File: src/rtl/regfile_pkg.sv
// Shared register-file types: address/data widths, write-back source ids and request record.
package regfile_pkg;

    localparam int REG_AW = 3;
    localparam int REG_DW = 8;

    typedef enum logic [1:0] {
        WB_ALU = 2'd0,
        WB_MEM = 2'd1,
        WB_MOV = 2'd2
    } wb_src_e;

    typedef struct packed {
        logic [REG_AW-1:0] addr;
        logic [REG_DW-1:0] data;
    } wb_req_t;

    // Up to four requesters, so a 4-bit one-hot covers every legal configuration.
    function automatic logic [1:0] onehot4_to_idx(input logic [3:0] oh);
        logic [1:0] idx;
        idx = 2'd0;
        for (int i = 0; i < 4; i++) begin
            if (oh[i]) idx = idx | 2'(i);
        end
        return idx;
    endfunction

endpackage

File: src/rtl/regfile_wb_arbiter_rr.sv
// Combinational one-hot arbiter: round-robin from ptr with REGFILE_WB_ARB_RR_EN, else fixed lowest-index priority.
// Zero latency; en=0 forces every grant low.
module rr_arbiter #(
    parameter int N  = 3,
    parameter int PW = (N > 1) ? $clog2(N) : 1
) (
    input  logic [N-1:0]  req,
    input  logic [PW-1:0] ptr,
    input  logic          en,
    output logic [N-1:0]  gnt
);

`ifdef REGFILE_WB_ARB_RR_EN
    // Two passes: indices at or above ptr first, then the wrapped-around ones below it.
    always_comb begin
        logic found;
        gnt   = '0;
        found = 1'b0;
        for (int i = 0; i < N; i++) begin
            if (!found && req[i] && (i >= int'(ptr))) begin
                gnt[i] = 1'b1;
                found  = 1'b1;
            end
        end
        for (int i = 0; i < N; i++) begin
            if (!found && req[i] && (i < int'(ptr))) begin
                gnt[i] = 1'b1;
                found  = 1'b1;
            end
        end
        if (!en) gnt = '0;
    end
`else
    logic ptr_unused;
    assign ptr_unused = ^ptr;

    always_comb begin
        logic found;
        gnt   = '0;
        found = 1'b0;
        for (int i = 0; i < N; i++) begin
            if (!found && req[i]) begin
                gnt[i] = 1'b1;
                found  = 1'b1;
            end
        end
        if (!en) gnt = '0;
    end
`endif

endmodule

File: src/rtl/regfile_wb_arbiter.sv
// Register-file write-back arbiter: one grant per cycle into a registered write stage (REGFILE_WB_ARB_RR_EN selects round-robin).
// Handshake in N drives write_enable in N+1; flush or reset hold every req_ready low.
module regfile_wb_arbiter
    import regfile_pkg::*;
#(
    parameter int NREQ = 3,
    parameter int AW   = REG_AW,
    parameter int DW   = REG_DW
) (
    input  logic                 clk,
    input  logic                 reset,
    input  logic [NREQ-1:0]      req_valid,
    input  logic [NREQ*AW-1:0]   req_addr,
    input  logic [NREQ*DW-1:0]   req_data,
    output logic [NREQ-1:0]      req_ready,
    input  logic                 flush,
    output logic                 write_enable,
    output logic [AW-1:0]        reg_write,
    output logic [DW-1:0]        data_in,
    output logic [1:0]           grant_id,
    output logic [(1<<AW)-1:0]   busy_mask
);

    localparam int PW = (NREQ > 1) ? $clog2(NREQ) : 1;

    logic [NREQ-1:0] gnt;
    logic            arb_en;
    logic            hs;
    logic [1:0]      gnt_idx;
    logic [3:0]      gnt_pad;
    logic [AW-1:0]   addr_sel;
    logic [DW-1:0]   data_sel;
    logic [PW-1:0]   ptr_w;

    logic            we_q,   we_d;
    logic [AW-1:0]   addr_q, addr_d;
    logic [DW-1:0]   data_q, data_d;
    logic [1:0]      gid_q,  gid_d;

    assign arb_en = !flush && !reset;

    rr_arbiter #(
        .N  (NREQ),
        .PW (PW)
    ) u_arb (
        .req (req_valid),
        .ptr (ptr_w),
        .en  (arb_en),
        .gnt (gnt)
    );

    assign req_ready = gnt;
    assign hs        = |gnt;

    always_comb begin
        gnt_pad             = '0;
        gnt_pad[NREQ-1:0]   = gnt;
        gnt_idx             = onehot4_to_idx(gnt_pad);
    end

    always_comb begin
        addr_sel = '0;
        data_sel = '0;
        for (int i = 0; i < NREQ; i++) begin
            if (gnt[i]) begin
                addr_sel = req_addr[i*AW +: AW];
                data_sel = req_data[i*DW +: DW];
            end
        end
    end

    // Address, data and id hold across idle cycles; only the strobe drops.
    always_comb begin
        we_d   = hs;
        addr_d = addr_q;
        data_d = data_q;
        gid_d  = gid_q;
        if (hs) begin
            addr_d = addr_sel;
            data_d = data_sel;
            gid_d  = gnt_idx;
        end
    end

    always_ff @(posedge clk or posedge reset) begin
        if (reset) begin
            we_q   <= 1'b0;
            addr_q <= '0;
            data_q <= '0;
            gid_q  <= '0;
        end else begin
            we_q   <= we_d;
            addr_q <= addr_d;
            data_q <= data_d;
            gid_q  <= gid_d;
        end
    end

`ifdef REGFILE_WB_ARB_RR_EN
    logic [PW-1:0] ptr_q, ptr_d;

    always_comb begin
        int nxt;
        nxt   = int'(gnt_idx) + 1;
        if (nxt >= NREQ) nxt = 0;
        ptr_d = ptr_q;
        if (hs) ptr_d = PW'(nxt);
    end

    always_ff @(posedge clk or posedge reset) begin
        if (reset) ptr_q <= '0;
        else       ptr_q <= ptr_d;
    end

    assign ptr_w = ptr_q;
`else
    assign ptr_w = '0;
`endif

    assign write_enable = we_q;
    assign reg_write    = addr_q;
    assign data_in      = data_q;
    assign grant_id     = gid_q;

    always_comb begin
        busy_mask = '0;
        if (we_q) busy_mask[addr_q] = 1'b1;
    end

endmodule
File: config.mk
export PLATFORM = sky130hd
export DESIGN_NAME = regfile_wb_arbiter
export DESIGN_NICKNAME = d
export VERILOG_FILES = /design/src/rtl/regfile_pkg.sv /design/src/rtl/regfile_wb_arbiter_rr.sv /design/src/rtl/regfile_wb_arbiter.sv
export SDC_FILE = /design/constraint.sdc
export NUM_CORES = 1
export LEC_CHECK = 0
export CAP_MARGIN = 10
export CORE_ASPECT_RATIO = 2
export CORE_MARGIN = 2
export CORE_UTILIZATION = 34
export DETAILED_ROUTE_END_ITERATION = 12
export PLACE_DENSITY = 0.82
export SKIP_LAST_GASP = 1
export SLEW_MARGIN = 15
export SYNTH_ARGS = -nofsm -noshare
export SYNTH_HDL_FRONTEND = slang
export SYNTH_SLANG_ARGS = --single-unit
export TNS_END_PERCENT = 30
File: constraint.sdc
create_clock -name clk -period 0.93 [get_ports clk]
set_input_delay 0.093 -clock clk [delete_from_list [all_inputs] [get_ports clk]]
set_output_delay 0.093 -clock clk [all_outputs]
set_load 0.02 [all_outputs]
-- Yosys cells after proc, flatten, opt, wreduce, memory -nomap -nowiden
Cells that the tools add are included.
- order comparisons: 2
- multiplexer cells: 16
- reduce and logical (&&, ||, !) cells: 9
- operators with widths (operator ; count):
    $mux W8 ; 4
    $mux W3 ; 4
    $mux W1 ; 6
    $logic_and A1 B1 Y1 ; 4
    $logic_not A1 Y1 ; 4
    $lt A3 B4 Y1 const B ; 1
    $demux W1 S3 ; 1
    $ge A3 B1 Y1 const B ; 1
    $reduce_or A3 Y1 ; 1
    $mux W2 ; 1
- bits in registers: 14
- input port bits: 39
- output and inout port bits: 25
- logic and storage cells: 31

-- Longest topological paths before layout
Gate-level depths: netlist (run 1).
- depth after elaboration: 11
- gate-level depth with buffers: 5
- mapped depth without buffers: 3

-- Cells and area by module
Synthesis (run 1) repeated with hierarchy kept, for this count alone.
- cell total of the unflattened synthesis: 78
- area, all modules: 783.3 um^2
- modules (own cells, without submodules) (module ; times used ; cells an instance ; area an instance (um^2) ; seq. area each (um^2)):
    regfile_wb_arbiter ; 1 ; 75 ; 754.5 ; 350.3
    rr_arbiter ; 1 ; 3 ; 28.8 ; 0.0

-- Worst setup path after synthesis (run 1)
Ideal clock, no wire load.
- kind: reg2out
- start: register addr_q[2], in the netlist reg_write[2]
- end: output port busy_mask[0]
- data arrival time: 1.138 ns
- required time: 0.837 ns
- setup slack: -0.301 ns
- cell stages (with the launch flop): 3
- buffers on the path: 0
- cell sequence: dfrtp_1 -> nand2b_1 -> nor3_1
- cells in the longest elaborated chain, start to end: 5
- elaborated cells between the ends (all ways): 6
- classes of those cells: 2 x order compare; 3 x mux; 1 x reduce/logical
- ends and longest elaborated chain (what ; RTL line ; source):
    from (decl) ; regfile_wb_arbiter.sv:36 ; logic [AW-1:0] addr_q, addr_d;
    from (signal assigned) ; regfile_wb_arbiter.sv:93 ; addr_q <= addr_d;
    $lt A3 B4 Y1 (implied by the code) or $ge A3 B1 Y1 (tied branches) ; regfile_wb_arbiter.sv:127 ; if (we_q) busy_mask[addr_q] = 1'b1;
    $logic_and A1 B1 Y1 (implied by the code) ; regfile_wb_arbiter.sv:127 ;
    $mux W1 (implied by the code) ; regfile_wb_arbiter.sv:127 ;
    $demux W1 S3 * ; regfile_wb_arbiter.sv:127 ;
    $mux W8 * ; regfile_wb_arbiter.sv:127 ;
    to (decl) ; regfile_wb_arbiter.sv:21 ; output logic [(1<<AW)-1:0] busy_mask
Mark *: on every way between the ends. The rest lies on a longest branch, timed or not.

-- Final worst setup path (run 1)
Same ends and word-level chain as after synthesis.

==> results.sh, run 1 <==
export IMPL_avgSynthCellArea_um2=11.2
export IMPL_p_leak_nw=0.845
export IMPL_grt_pass1_vias=1133
export IMPL_grt_max_degree=14
export IMPL_dr_wl_met2_um=2000
export IMPL_ios=64
export IMPL_synth_top_flop_cell="dfrtp_1"
export IMPL_hold_path_class="in2async"
export IMPL_rr_endpoint="reg_write[0]"
export IMPL_drt_drc_violations_left=0
export IMPL_crit_chain="nand2b_4 -> nor3_4 -> buf_6"
export IMPL_final_nets=208
export IMPL_synth_seq_cells=14
export IMPL_outcome="finished with violations"
export IMPL_reg2reg_slack_ns=-0.05
export IMPL_fin_crit_ns=1.22
export IMPL_area_growth_pct=111
export IMPL_setup_tns_ns=-4.99
export IMPL_num_vias=1072
export IMPL_path_class="reg2out"
export IMPL_hpwl_um=2550
export IMPL_final_cell_mix="clkdlybuf4s50_1, buf_4, buf_6"
export IMPL_path_max_fanout=4
export IMPL_cts_buffers=3
export IMPL_ff2ff_path_depth=3
export IMPL_setup_ws_ns=-0.288
export IMPL_cts_tree="done"
export IMPL_timing_rr_start="reg_write[0]"
export IMPL_slew_viol_final=0
export IMPL_cp_slowest_stage_delay_ns=0.37
export IMPL_gp_congestion=0.717
export IMPL_setup_viol=37
export IMPL_met3WireLength_um=179
export IMPL_h_tree_depth=1
export IMPL_wl_met1_um=1150
export IMPL_clockRootBuffer="clkbuf_8"
export IMPL_wl_um=3400
export IMPL_first_pass_iters=4
export IMPL_fin_skew_ns=0
export IMPL_p_sw_share_pct=30.8
export IMPL_netlist_cell_type_count=23
export IMPL_fp_dieArea_um2=3110
export IMPL_clock_sinks=14
export IMPL_crit_path_top_delay_cell="dfrtp_1"
export IMPL_ant_nets=0
export IMPL_power_net_switching_uw=711
export IMPL_synth_nets=120
export IMPL_violations="negative setup slack"
export IMPL_ir_drop_uv=1150
export IMPL_fin_crit_sh_pct=131
export IMPL_worstSetupEndpointType="primary output"
export IMPL_placedCellCount=186
export IMPL_layout_commonest_cell="clkdlybuf4s50_1"
export IMPL_start_util_pct=35.7
export IMPL_die_w_um=40.5
export IMPL_max_slew_margin_pct=76.9
export IMPL_power_frac_comb_pct=41.7
export IMPL_maxClockFrequency_mhz=821
export IMPL_synth_area_um2=905
export IMPL_required_ns=0.84
export IMPL_num_rows=26
export IMPL_track_usage_pct=24.5
export IMPL_pre_cts_slack_ns=-0.882
export IMPL_cap_violations=0
export IMPL_grt_ovfl_total=0
export IMPL_clk_path_buf_depth=2
export IMPL_core_um2=2540
export IMPL_p_total_mw=2.31
export IMPL_first_iter_violations=21
export IMPL_place_area_um2=1750
export IMPL_power_frac_clock_pct=25.4
export IMPL_antenna_found_initial=0
export IMPL_crit_arrival_ns=1.12
export IMPL_drive_gt1_share_pct=48.8
export IMPL_synthCells=81
export IMPL_n_antenna_cell=0
export IMPL_via_per_inst=5.47
export IMPL_final_cells=196
export IMPL_whs_ns=0.138
export IMPL_wl_per_cell_um=17.3
export IMPL_grt_pass1_wl_um=5360
export IMPL_finalInstanceArea_um2=1910
export IMPL_p_per_area_nw_per_um2=1210
export IMPL_hold_viol=0
export IMPL_async_flop_share_pct=100
export IMPL_synth_enable_flop_cells=0
export IMPL_synth_seq_area_share_pct=38.7
export IMPL_die_height_um=76.9
export IMPL_port_buffer_count=63
export IMPL_rsz0062_at_grt="yes"
export IMPL_fin_util_pct=75.2
export IMPL_internal_power_mw=1.60
export IMPL_fillers=171
export IMPL_max_slew_worst_pin_slew_ns=0.346
export IMPL_start_kind="flip-flop"
export IMPL_yosys_warnings=0
export IMPL_clkTransAtPathRegs_ns=0.06
export IMPL_top_layer_used="met4"
export IMPL_worstSkewPairLatency_ns=0.24
export IMPL_power_frac_seq_pct=32.9
-- worst max-delay path by stage --
| stage | from | endpoint |
|---|---|---|
| after detailed placement | req_valid[2] | req_ready[2] |
| after CTS | reg_write[0] | busy_mask[0] |
| after floorplan | reg_write[2] | busy_mask[2] |
| final | reg_write[2] | busy_mask[0] |
| after global placement | req_valid[2] | req_ready[2] |
| after global routing | reg_write[1] | busy_mask[4] |
-- cell families after synthesis --
kind of cell / count (synthesis) / synth area share (%)
compound gates: 36 / 38.2
simple gates: 21 / 15.4
flops: 14 / 38.7
buf+inv: 10 / 7.74
-- timing repair --
item | CTS | global route
resized for setup | 99 | 31
pin swaps | 5 | 2
gates cloned | 1 | 0
hold buffers | 0 | 0
endpoints found under the setup margin | 39 | 37
buffers inserted | 4 | 1
-- area by class of cell --
type                       count  area, um^2  area share (%)
timing repair buffer          91         882            46.2
inverter                       2        7.51           0.393
tap                           28        35.0            1.83
clock buffer                   4        55.1            2.88
multi-input combinational     57         577            30.2
sequential                    14         353            18.5
-- per-layer routing --
layer	up-vias	global-route usage, %
li1	501	-
met1	519	25.5
met2	46	43.8
met3	6	3.76
met4	0	9.67
met5	-	0
-- worst max-delay path, delay by kind of cell (launching register included) --
| family | cells | cell delay, ns |
|---|---|---|
| flops | 1 | 0.37 |
| simple gates | 2 | 0.37 |
| buf+inv | 1 | 0.14 |
-- synth_stat cells, drive strengths merged, types with 2 or more instances --
library cell,instances,share of area (%)
o2bb2ai,11,11
inv,2,0.83
nor2,7,2.9
nand2b,3,2.1
nand2,3,1.5
a21o,2,1.7
a221oi,11,11
buf,7,6.5
o211ai,11,15
dfrtp,14,39
nor3,3,2.2
-- power by group through the flow --
| stage | clock network [mW] | registers (mW) | logic [mW] |
|---|---|---|---|
| after floorplan | 0 | 0.873 | 0.268 |
| after global placement | 0 | 0.758 | 0.903 |
| after detailed placement | 0 | 0.764 | 0.918 |
| after CTS | 0.596 | 0.754 | 0.909 |
| after global routing | 0.634 | 0.772 | 1.02 |
| final | 0.586 | 0.759 | 0.962 |
-- registers in the layout, summed over array words and instances, names as in the netlist --
| name | flops |
|---|---|
| grant_id | 2 |
| data_in | 8 |
| reg_write | 3 |
| write_enable | 1 |
(Power assumes the default switching activity.)
==> run 2: changes to the inputs <==
--- a/config.mk
+++ b/config.mk
@@ -11,6 +11,8 @@
 export CORE_UTILIZATION = 34
 export DETAILED_ROUTE_END_ITERATION = 12
 export PLACE_DENSITY = 0.82
+export RECOVER_POWER = 50
+export SKIP_CTS_REPAIR_TIMING = 1
 export SKIP_LAST_GASP = 1
 export SLEW_MARGIN = 15
 export SYNTH_ARGS = -nofsm -noshare
==> run 2 against run 1 <==
The run still ends with negative setup slack left. Register-to-register slack better by 0.09 ns. Sequential power up 0.9%. Hold slack worse by 0.11 ns. Count of clock-buffer cells in the layout unchanged. Critical path type unchanged. Critical endpoint is now busy_mask[2].
==> results.sh, run 2 (same netlist as run 1, synthesis figures left out) <==
export IMPL_fillers=175
export IMPL_placedCellCount=186
export IMPL_setup_tns_ns=-3.81
export IMPL_grt_ovfl_total=0
export IMPL_start_kind="flip-flop"
export IMPL_final_cell_mix="clkdlybuf4s50_1, buf_4, dlymetal6s2s_1"
export IMPL_required_ns=0.84
export IMPL_hpwl_um=2550
export IMPL_grt_max_degree=17
export IMPL_pre_cts_slack_ns=-0.882
export IMPL_cp_slowest_stage_delay_ns=0.48
export IMPL_clkTransAtPathRegs_ns=0.06
export IMPL_maxClockFrequency_mhz=809
export IMPL_outcome="finished with violations"
export IMPL_p_leak_nw=0.990
export IMPL_use_met2_pct=40.3
export IMPL_multi_input_area_um2=587
export IMPL_drive_gt1_share_pct=41.6
export IMPL_p_per_area_nw_per_um2=1200
export IMPL_clk_path_buf_depth=2
export IMPL_violations="negative setup slack"
export IMPL_ios=64
export IMPL_die_height_um=76.9
export IMPL_clock_sinks=14
export IMPL_fin_crit_ns=1.24
export IMPL_max_slew_worst_pin_slew_ns=0.589
export IMPL_largest_reg_flops=8
export IMPL_layout_commonest_cell="clkdlybuf4s50_1"
export IMPL_gp_congestion=0.717
export IMPL_area_growth_pct=113
export IMPL_fp_dieArea_um2=3110
export IMPL_grt_busiest_layer="met2"
export IMPL_max_slew_margin_pct=60.7
export IMPL_final_cells=194
export IMPL_fin_skew_ns=0
export IMPL_ir_drop_uv=1130
export IMPL_grt_use_met1_pct=22.7
export IMPL_cts_buffers=3
export IMPL_path_class="reg2out"
export IMPL_worstSkewPairLatency_ns=0.24
export IMPL_n_antenna_cell=0
export IMPL_via_per_inst=5.60
export IMPL_grtUsageMet3_pct=2.89
export IMPL_setup_ws_ns=-0.306
export IMPL_core_um2=2540
export IMPL_wl_um=3610
export IMPL_num_rows=26
export IMPL_final_seq_area_um2=353
export IMPL_antenna_found_initial=0
export IMPL_drt_drc_violations_left=0
export IMPL_track_usage_pct=22.2
export IMPL_fin_crit_sh_pct=133
export IMPL_final_nets=206
export IMPL_h_tree_depth=1
export IMPL_clockRootBuffer="clkbuf_8"
export IMPL_wl_per_cell_um=18.6
export IMPL_crit_arrival_ns=1.14
export IMPL_hold_viol=0
export IMPL_setup_viol=29
export IMPL_cts_tree="done"
export IMPL_cap_violations=0
export IMPL_rsz0062_at_grt="yes"
export IMPL_start_util_pct=35.7
export IMPL_crit_path_top_delay_cell="dfrtp_2"
export IMPL_grt_pass1_wl_um=4910
export IMPL_first_pass_iters=4
export IMPL_first_iter_violations=35
export IMPL_slew_viol_final=0
export IMPL_num_vias=1087
export IMPL_ant_nets=0
export IMPL_die_w_um=40.5
export IMPL_port_buffer_count=63
export IMPL_grt_pass1_vias=1101
export IMPL_hold_path_class="in2async"
export IMPL_path_max_fanout=6
export IMPL_worstSetupEndpointType="primary output"
export IMPL_crit_chain="nand2b_4 -> nor2_4 -> buf_6"
[run 2: worst paths after layout]
check / from / end / slack [ns] / cells past startpoint
max in group asynchronous: reset / write_enable / 0.31 / 4
worst max register to register: reg_write[0] / reg_write[0] / 0.04 / 2
worst min register to register: grant_id[0] / grant_id[0] / 0.48 / 1
worst max-delay path: reg_write[0] / busy_mask[2] / -0.31 / 3
worst min-delay path: reset / data_in[3] / 0.03 / 4
min in group clk: req_valid[0] / grant_id[1] / 0.29 / 4
[run 2: power by group]
group,internal (mW),switching (mW),leakage [nW]
clock,0.375,0.207,0.0288
combinational,0.537,0.431,0.783
sequential,0.695,0.0714,0.178
[run 2: worst max-delay path, delay by kind of cell, from the launching register on]
family | cells | cell delay (ns)
flip-flops | 1 | 0.48
AND/OR/NAND/NOR | 2 | 0.29
buffers and inverters | 1 | 0.12
[run 2: stage by stage]
stage	cell area, um^2	hold WS, ns	util [%]	power (mW)
3_5_place_dp	1750	0.469	68.9	1.68
2_1_floorplan	952	-0.0178	-	1.14
3_3_place_gp	1750	0.469	68.9	1.66
5_1_grt	1930	0.0623	76.0	2.43
4_1_cts	1800	0.420	71.1	2.27
6_report	1930	0.0329	76.0	2.32
[run 2: final cells by class]
type	count	share of cell area [%]
Inverter	2	0.389
Timing Repair Buffer	89	46.2
Clock buffer	4	2.85
Sequential cell	14	18.3
Multi-Input combinational cell	57	30.4
Tap cell	28	1.82
[run 2: layer usage]
metal / up-vias / part of all wire, %
li1: 495 / -
met1: 530 / 34
met2: 54 / 58
met3: 8 / 5.5
met4: 0 / 2.2
met5: - / 0
==> RTL change 1 (config.mk and constraints of run 2) <==
The package constant `REG_AW` goes from 3 to 2.
--- a/src/rtl/regfile_pkg.sv
+++ b/src/rtl/regfile_pkg.sv
@@ -3,3 +3,3 @@
 
-    localparam int REG_AW = 3;
+    localparam int REG_AW = 2;
     localparam int REG_DW = 8;
Interface: changed (resized busy_mask, reg_write and req_addr); port bits go from 64 to 56. No check against the original RTL was run, so the function may have changed too.
==> RTL change 1 against run 2 <==
- the flow still finishes with violations (negative setup slack)
- area after synthesis is 11% lower
- final area fell by 11%
- routed wire length is 17% lower
- power shrank 13%
- worst setup slack better by 0.13 ns
- global-route usage is 0.99 points lower
- die area down 9.7%
- register-to-register slack better by 0.05 ns
- sequential cell count fell by 1
- fmax is 12% higher
- clock power is 13% lower
- first-iteration DRC count decreased by 57%
- critical path type unchanged
==> RTL change 1: results (changes against run 2) <==
- Total length of routed wires: 3000 um (was 3610 um)
- Met3 Use GR: 2.74% (was 2.89%)
- Slew @ Worst Pin: 0.338 ns (was 0.589 ns)
- Leakage: 0.908 nW (was 0.990 nW)
- Synth top cells by count: 14 x nor2_1, 13 x dfrtp_1, 10 x a221oi_1 (was 14 x dfrtp_1, 11 x a221oi_1, 11 x o2bb2ai_1)
- Final GP Congestion: 0.718 (was 0.717)
- Fillers: 183 (was 175)
- Vias per Instance: 5.39 (was 5.60)
- Inst Count DP: 172 (was 186)
- Period utilization: 119% (was 133%)
- WP data arrival: 1.02 ns (was 1.14 ns)
- WL/cell: 16.7 um (was 18.6 um)
- Number of global-route vias before repair: 966 (was 1101)
- DR WL met3: 110 um (was 200 um)
- Failing checks: negative setup slack (unchanged)
- Critical path peak fanout: 6 (unchanged)
- Global-route wire length before repair: 4310 um (was 4910 um)
- Status: complete, but fails checks (unchanged)
- Worst vdd ir: 0.781 mV (was 1.13 mV)
- Met2 wire length: 1790 um (was 2090 um)
- GRT Total Usage: 21.2% (was 22.2%)
- Fin Setup TNS: -1.84 ns (was -3.81 ns)
- Drt pass-1 iters: 5 (was 4)
- Syn_area_per_cell: 9.87 um^2 (was 11.2 um^2)
- WL met1: 1080 um (was 1250 um)
- Post-route setup slack: -0.178 ns (was -0.306 ns)
- Hold Crit Class: in2reg (was in2async)
- Share of layout cells above drive strength 1: 42.5% (was 41.6%)
- Crit-path max cell delay: 0.44 ns (was 0.48 ns)
- Yosys cell types: 26 (was 23)
- Setup Slack @ Placement: -0.853 ns (was -0.882 ns)
- Met2 usage: 38.9% (was 40.3%)
- Ranking of synthesized cells by area: dfrtp_1 40%, o31ai_2 14%, a221oi_1 11% (was dfrtp_1 39%, o211ai_2 14%, a221oi_1 11%)
- Register area share after synthesis: 40.2% (was 38.7%)
- Final Net Count: 190 (was 206)
- Largest net degree at the start of global routing: 14 (was 17)
- Final setup fails: 22 (was 29)
- DR iter-0 viols: 15 (was 35)
==> RTL change 1: worst paths after layout <==
path	from	to	slack, ns	cells after the start
setup / recovery	reg_write[0]	busy_mask[0]	-0.18	2
hold reg to reg	grant_id[1]	grant_id[1]	0.49	1
min in group asynchronous	reset	reg_write[0]	0.46	4
hold / removal	req_valid[1]	grant_id[0]	0.33	4
max in group asynchronous	reset	reg_write[1]	0.20	4
setup reg to reg	grant_id[0]	grant_id[0]	0.09	3
==> RTL change 1: logic make-up (layout without fill, tap and decap cells) <==
| kind of cell | count (synthesis) | count (layout) | share of synthesized area, % |
|---|---|---|---|
| AOI/OAI and AO/OA | 33 | 33 | 34.0 |
| buffers and inverters | 9 | 80 | 6.18 |
| DFF | 13 | 13 | 40.2 |
| and+or+nand+nor | 27 | 27 | 19.6 |
==> RTL change 1: final cells by class <==
class	instances	area (um^2)	area share (%)
inverters	2	7.51	0.438
well taps	27	33.8	1.97
flip-flops and latches	13	328	19.1
repair buffers	74	764	44.6
multi-input cells	60	534	31.2
clock buffers	4	45.0	2.63
==> RTL change 1: worst max-delay path: cells and delay by family, from the launching register on <==
kind	cells	cell delay [ns]
simple gates	1	0.18
flops	1	0.44
buf+inv	1	0.16
==> RTL change 1: per-stage QoR <==
stage          area [um^2]  util [%]  hold slack (ns)
6_report              1710      74.0            0.327
5_1_grt               1710      74.0            0.341
4_1_cts               1630      70.3            0.267
3_5_place_dp          1580      68.4            0.484
3_3_place_gp          1580      68.4            0.459
2_1_floorplan          926         -          -0.0300
==> RTL change 1: power by group <==
group          total (mW)  internal (mW)  switching, mW
clock network       0.504          0.302          0.202
logic               0.809          0.436          0.373
registers           0.705          0.649         0.0558
total                2.02           1.39          0.631
==> RTL change 2 (settings of run 2) <==
Without the edit above. `data_q` no longer has a reset.
--- a/src/rtl/regfile_wb_arbiter.sv
+++ b/src/rtl/regfile_wb_arbiter.sv
@@ -88,3 +88,2 @@
             addr_q <= '0;
-            data_q <= '0;
             gid_q  <= '0;
@@ -93,5 +92,8 @@
             addr_q <= addr_d;
-            data_q <= data_d;
             gid_q  <= gid_d;
         end
+    end
+
+    always_ff @(posedge clk) begin
+        data_q <= data_d;
     end
Function: differs if reset is asserted again (counterexample within 4 cycles, from zero or initial values and one cycle with reset high); with reset held inactive, the same outputs for 10 cycles.
==> RTL change 2 against run 2 <==
- the flow still finishes with violations (negative setup slack)
- power down 13%
- non-clock buffer count down 10
- area after synthesis fell by 12%
- critical path depth decreased by 2
- hold slack worse by 0.018 ns
- register-to-register slack worse by 0.03 ns
- routed wire length decreased by 25%
- worst setup slack got worse by 0.013 ns
- combinational power fell by 21%
- sequential cell count unchanged
- final area fell by 11%
- cell count decreased by 6.2%
- die area down 11%
- sequential share of layout area up 4.6 points
- critical path type unchanged
==> RTL change 2: results (changes against run 2) <==
- Post-route setup slack: -0.320 ns (was -0.306 ns)
- Ranking of synthesized cells by area: edfxtp_1 30%, dfrtp_1 19%, a221o_2 8.5% (was dfrtp_1 39%, o211ai_2 14%, a221oi_1 11%)
- Final setup fails: 31 (was 29)
- Final GP Congestion: 0.881 (was 0.717)
- Fillers: 154 (was 175)
- Met2 usage: 36.9% (was 40.3%)
- Failing checks: negative setup slack (unchanged)
- Met1 track demand over resource: 17.4% (was 22.7%)
- Critical path peak fanout: 1 (was 6)
- Clock Tree Buf Depth: 2 (unchanged)
- Final Net Count: 196 (was 206)
- Status: complete, but fails checks (unchanged)
- DP HPWL: 2030 um (was 2550 um)
- Clock Skews: 0 ns (unchanged)
- DR iter-0 viols: 19 (was 35)
- GRT Total Usage: 20.1% (was 22.2%)
- Vias per Instance: 5.19 (was 5.60)
- Crit-path max cell delay: 0.60 ns (was 0.48 ns)
- Reg2Reg Setup Slack: 0.01 ns (was 0.04 ns)
- Post-synth EDFFs: 8 (was 0)
- Inst Count DP: 173 (was 186)
- Non-Filler Instances: 182 (was 194)
- Syn_nets: 114 (was 120)
- Hold WS: 0.0146 ns (was 0.0329 ns)
- Slowest cell on crit path: clkdlybuf4s50_1 (was dfrtp_2)
- WL/cell: 14.9 um (was 18.6 um)
- Slew @ Worst Pin: 0.353 ns (was 0.589 ns)
- H-tree depth: 1 (unchanged)
- Syn_area_per_cell: 10.7 um^2 (was 11.2 um^2)
- Yosys cell types: 22 (was 23)
- Global-route wire length before repair: 3840 um (was 4910 um)
- Share of layout cells above drive strength 1: 37.8% (was 41.6%)
- Setup Slack @ Placement: -0.958 ns (was -0.882 ns)
- Fraction of registers with async set/reset: 42.9% (was 100%)
- Register area share after synthesis: 48.8% (was 38.7%)
- Worst vdd ir: 0.819 mV (was 1.13 mV)
- Leakage: 0.772 nW (was 0.990 nW)
- Synth top cells by count: 8 x and2_1, 8 x edfxtp_1, 8 x nand2_1 (was 14 x dfrtp_1, 11 x a221oi_1, 11 x o2bb2ai_1)
- Largest net degree at the start of global routing: 14 (was 17)
- Cell family with most CP delay: buffers and inverters (was flip-flops)
- WP data arrival: 1.16 ns (was 1.14 ns)
- Number of global-route vias before repair: 933 (was 1101)
-- RTL change 2: power by group --
part | internal, mW | switching, mW | leakage (nW)
Combinational | 0.444 | 0.322 | 0.614
Clock | 0.291 | 0.190 | 0.0231
Sequential | 0.726 | 0.0516 | 0.135
Total | 1.46 | 0.563 | 0.772
-- RTL change 2: kinds of logic after synthesis --
| group | after synthesis | synth area share [%] |
|---|---|---|
| and+or+nand+nor | 35 | 25.8 |
| DFF | 14 | 48.8 |
| buffers and inverters | 5 | 4.23 |
| AOI/OAI and AO/OA | 21 | 21.1 |
-- RTL change 2: per-layer routing --
metal,vias up,wire [um]
li1,441,-
met1,440,798
met2,53,1670
met3,10,131
met4,0,111
met5,-,0
-- RTL change 2: worst max path at each step --
stage | startpoint | to | slack, ns | cells after the start
after floorplan | req_valid[0] | data_in[0] | -0.52 | 5
after global placement | req_valid[1] | req_ready[2] | -0.94 | 4
after detailed placement | req_valid[1] | req_ready[2] | -0.96 | 4
after CTS | req_valid[1] | req_ready[2] | -0.97 | 4
after global routing | data_in[1] | data_in[1] | -0.35 | 1
final | data_in[3] | data_in[3] | -0.32 | 1
-- RTL change 2: worst min-delay path, delay by kind of cell --
kind,cells,cell delay (ns)
buf+inv,3,0.52
-- RTL change 2: cell type report --
cell class                 instances  area [um^2]  area share (%)
timing repair buffer              79          772            44.7
multi-input combinational         57          474            27.5
sequential                        14          394            22.8
clock buffer                       3         41.3            2.39
tap                               26         32.5            1.89
inverter                           2         7.51           0.435
clock inverter                     1         3.75           0.218
-- RTL change 2: metrics by stage --
step                instance area [um^2]  setup TNS, ns
floorplan                            823          -8.27
global placement                    1550         -23.74
CTS                                 1590         -24.98
global route                        1730          -7.52
detailed placement                  1550         -24.63
finish                              1730          -6.25
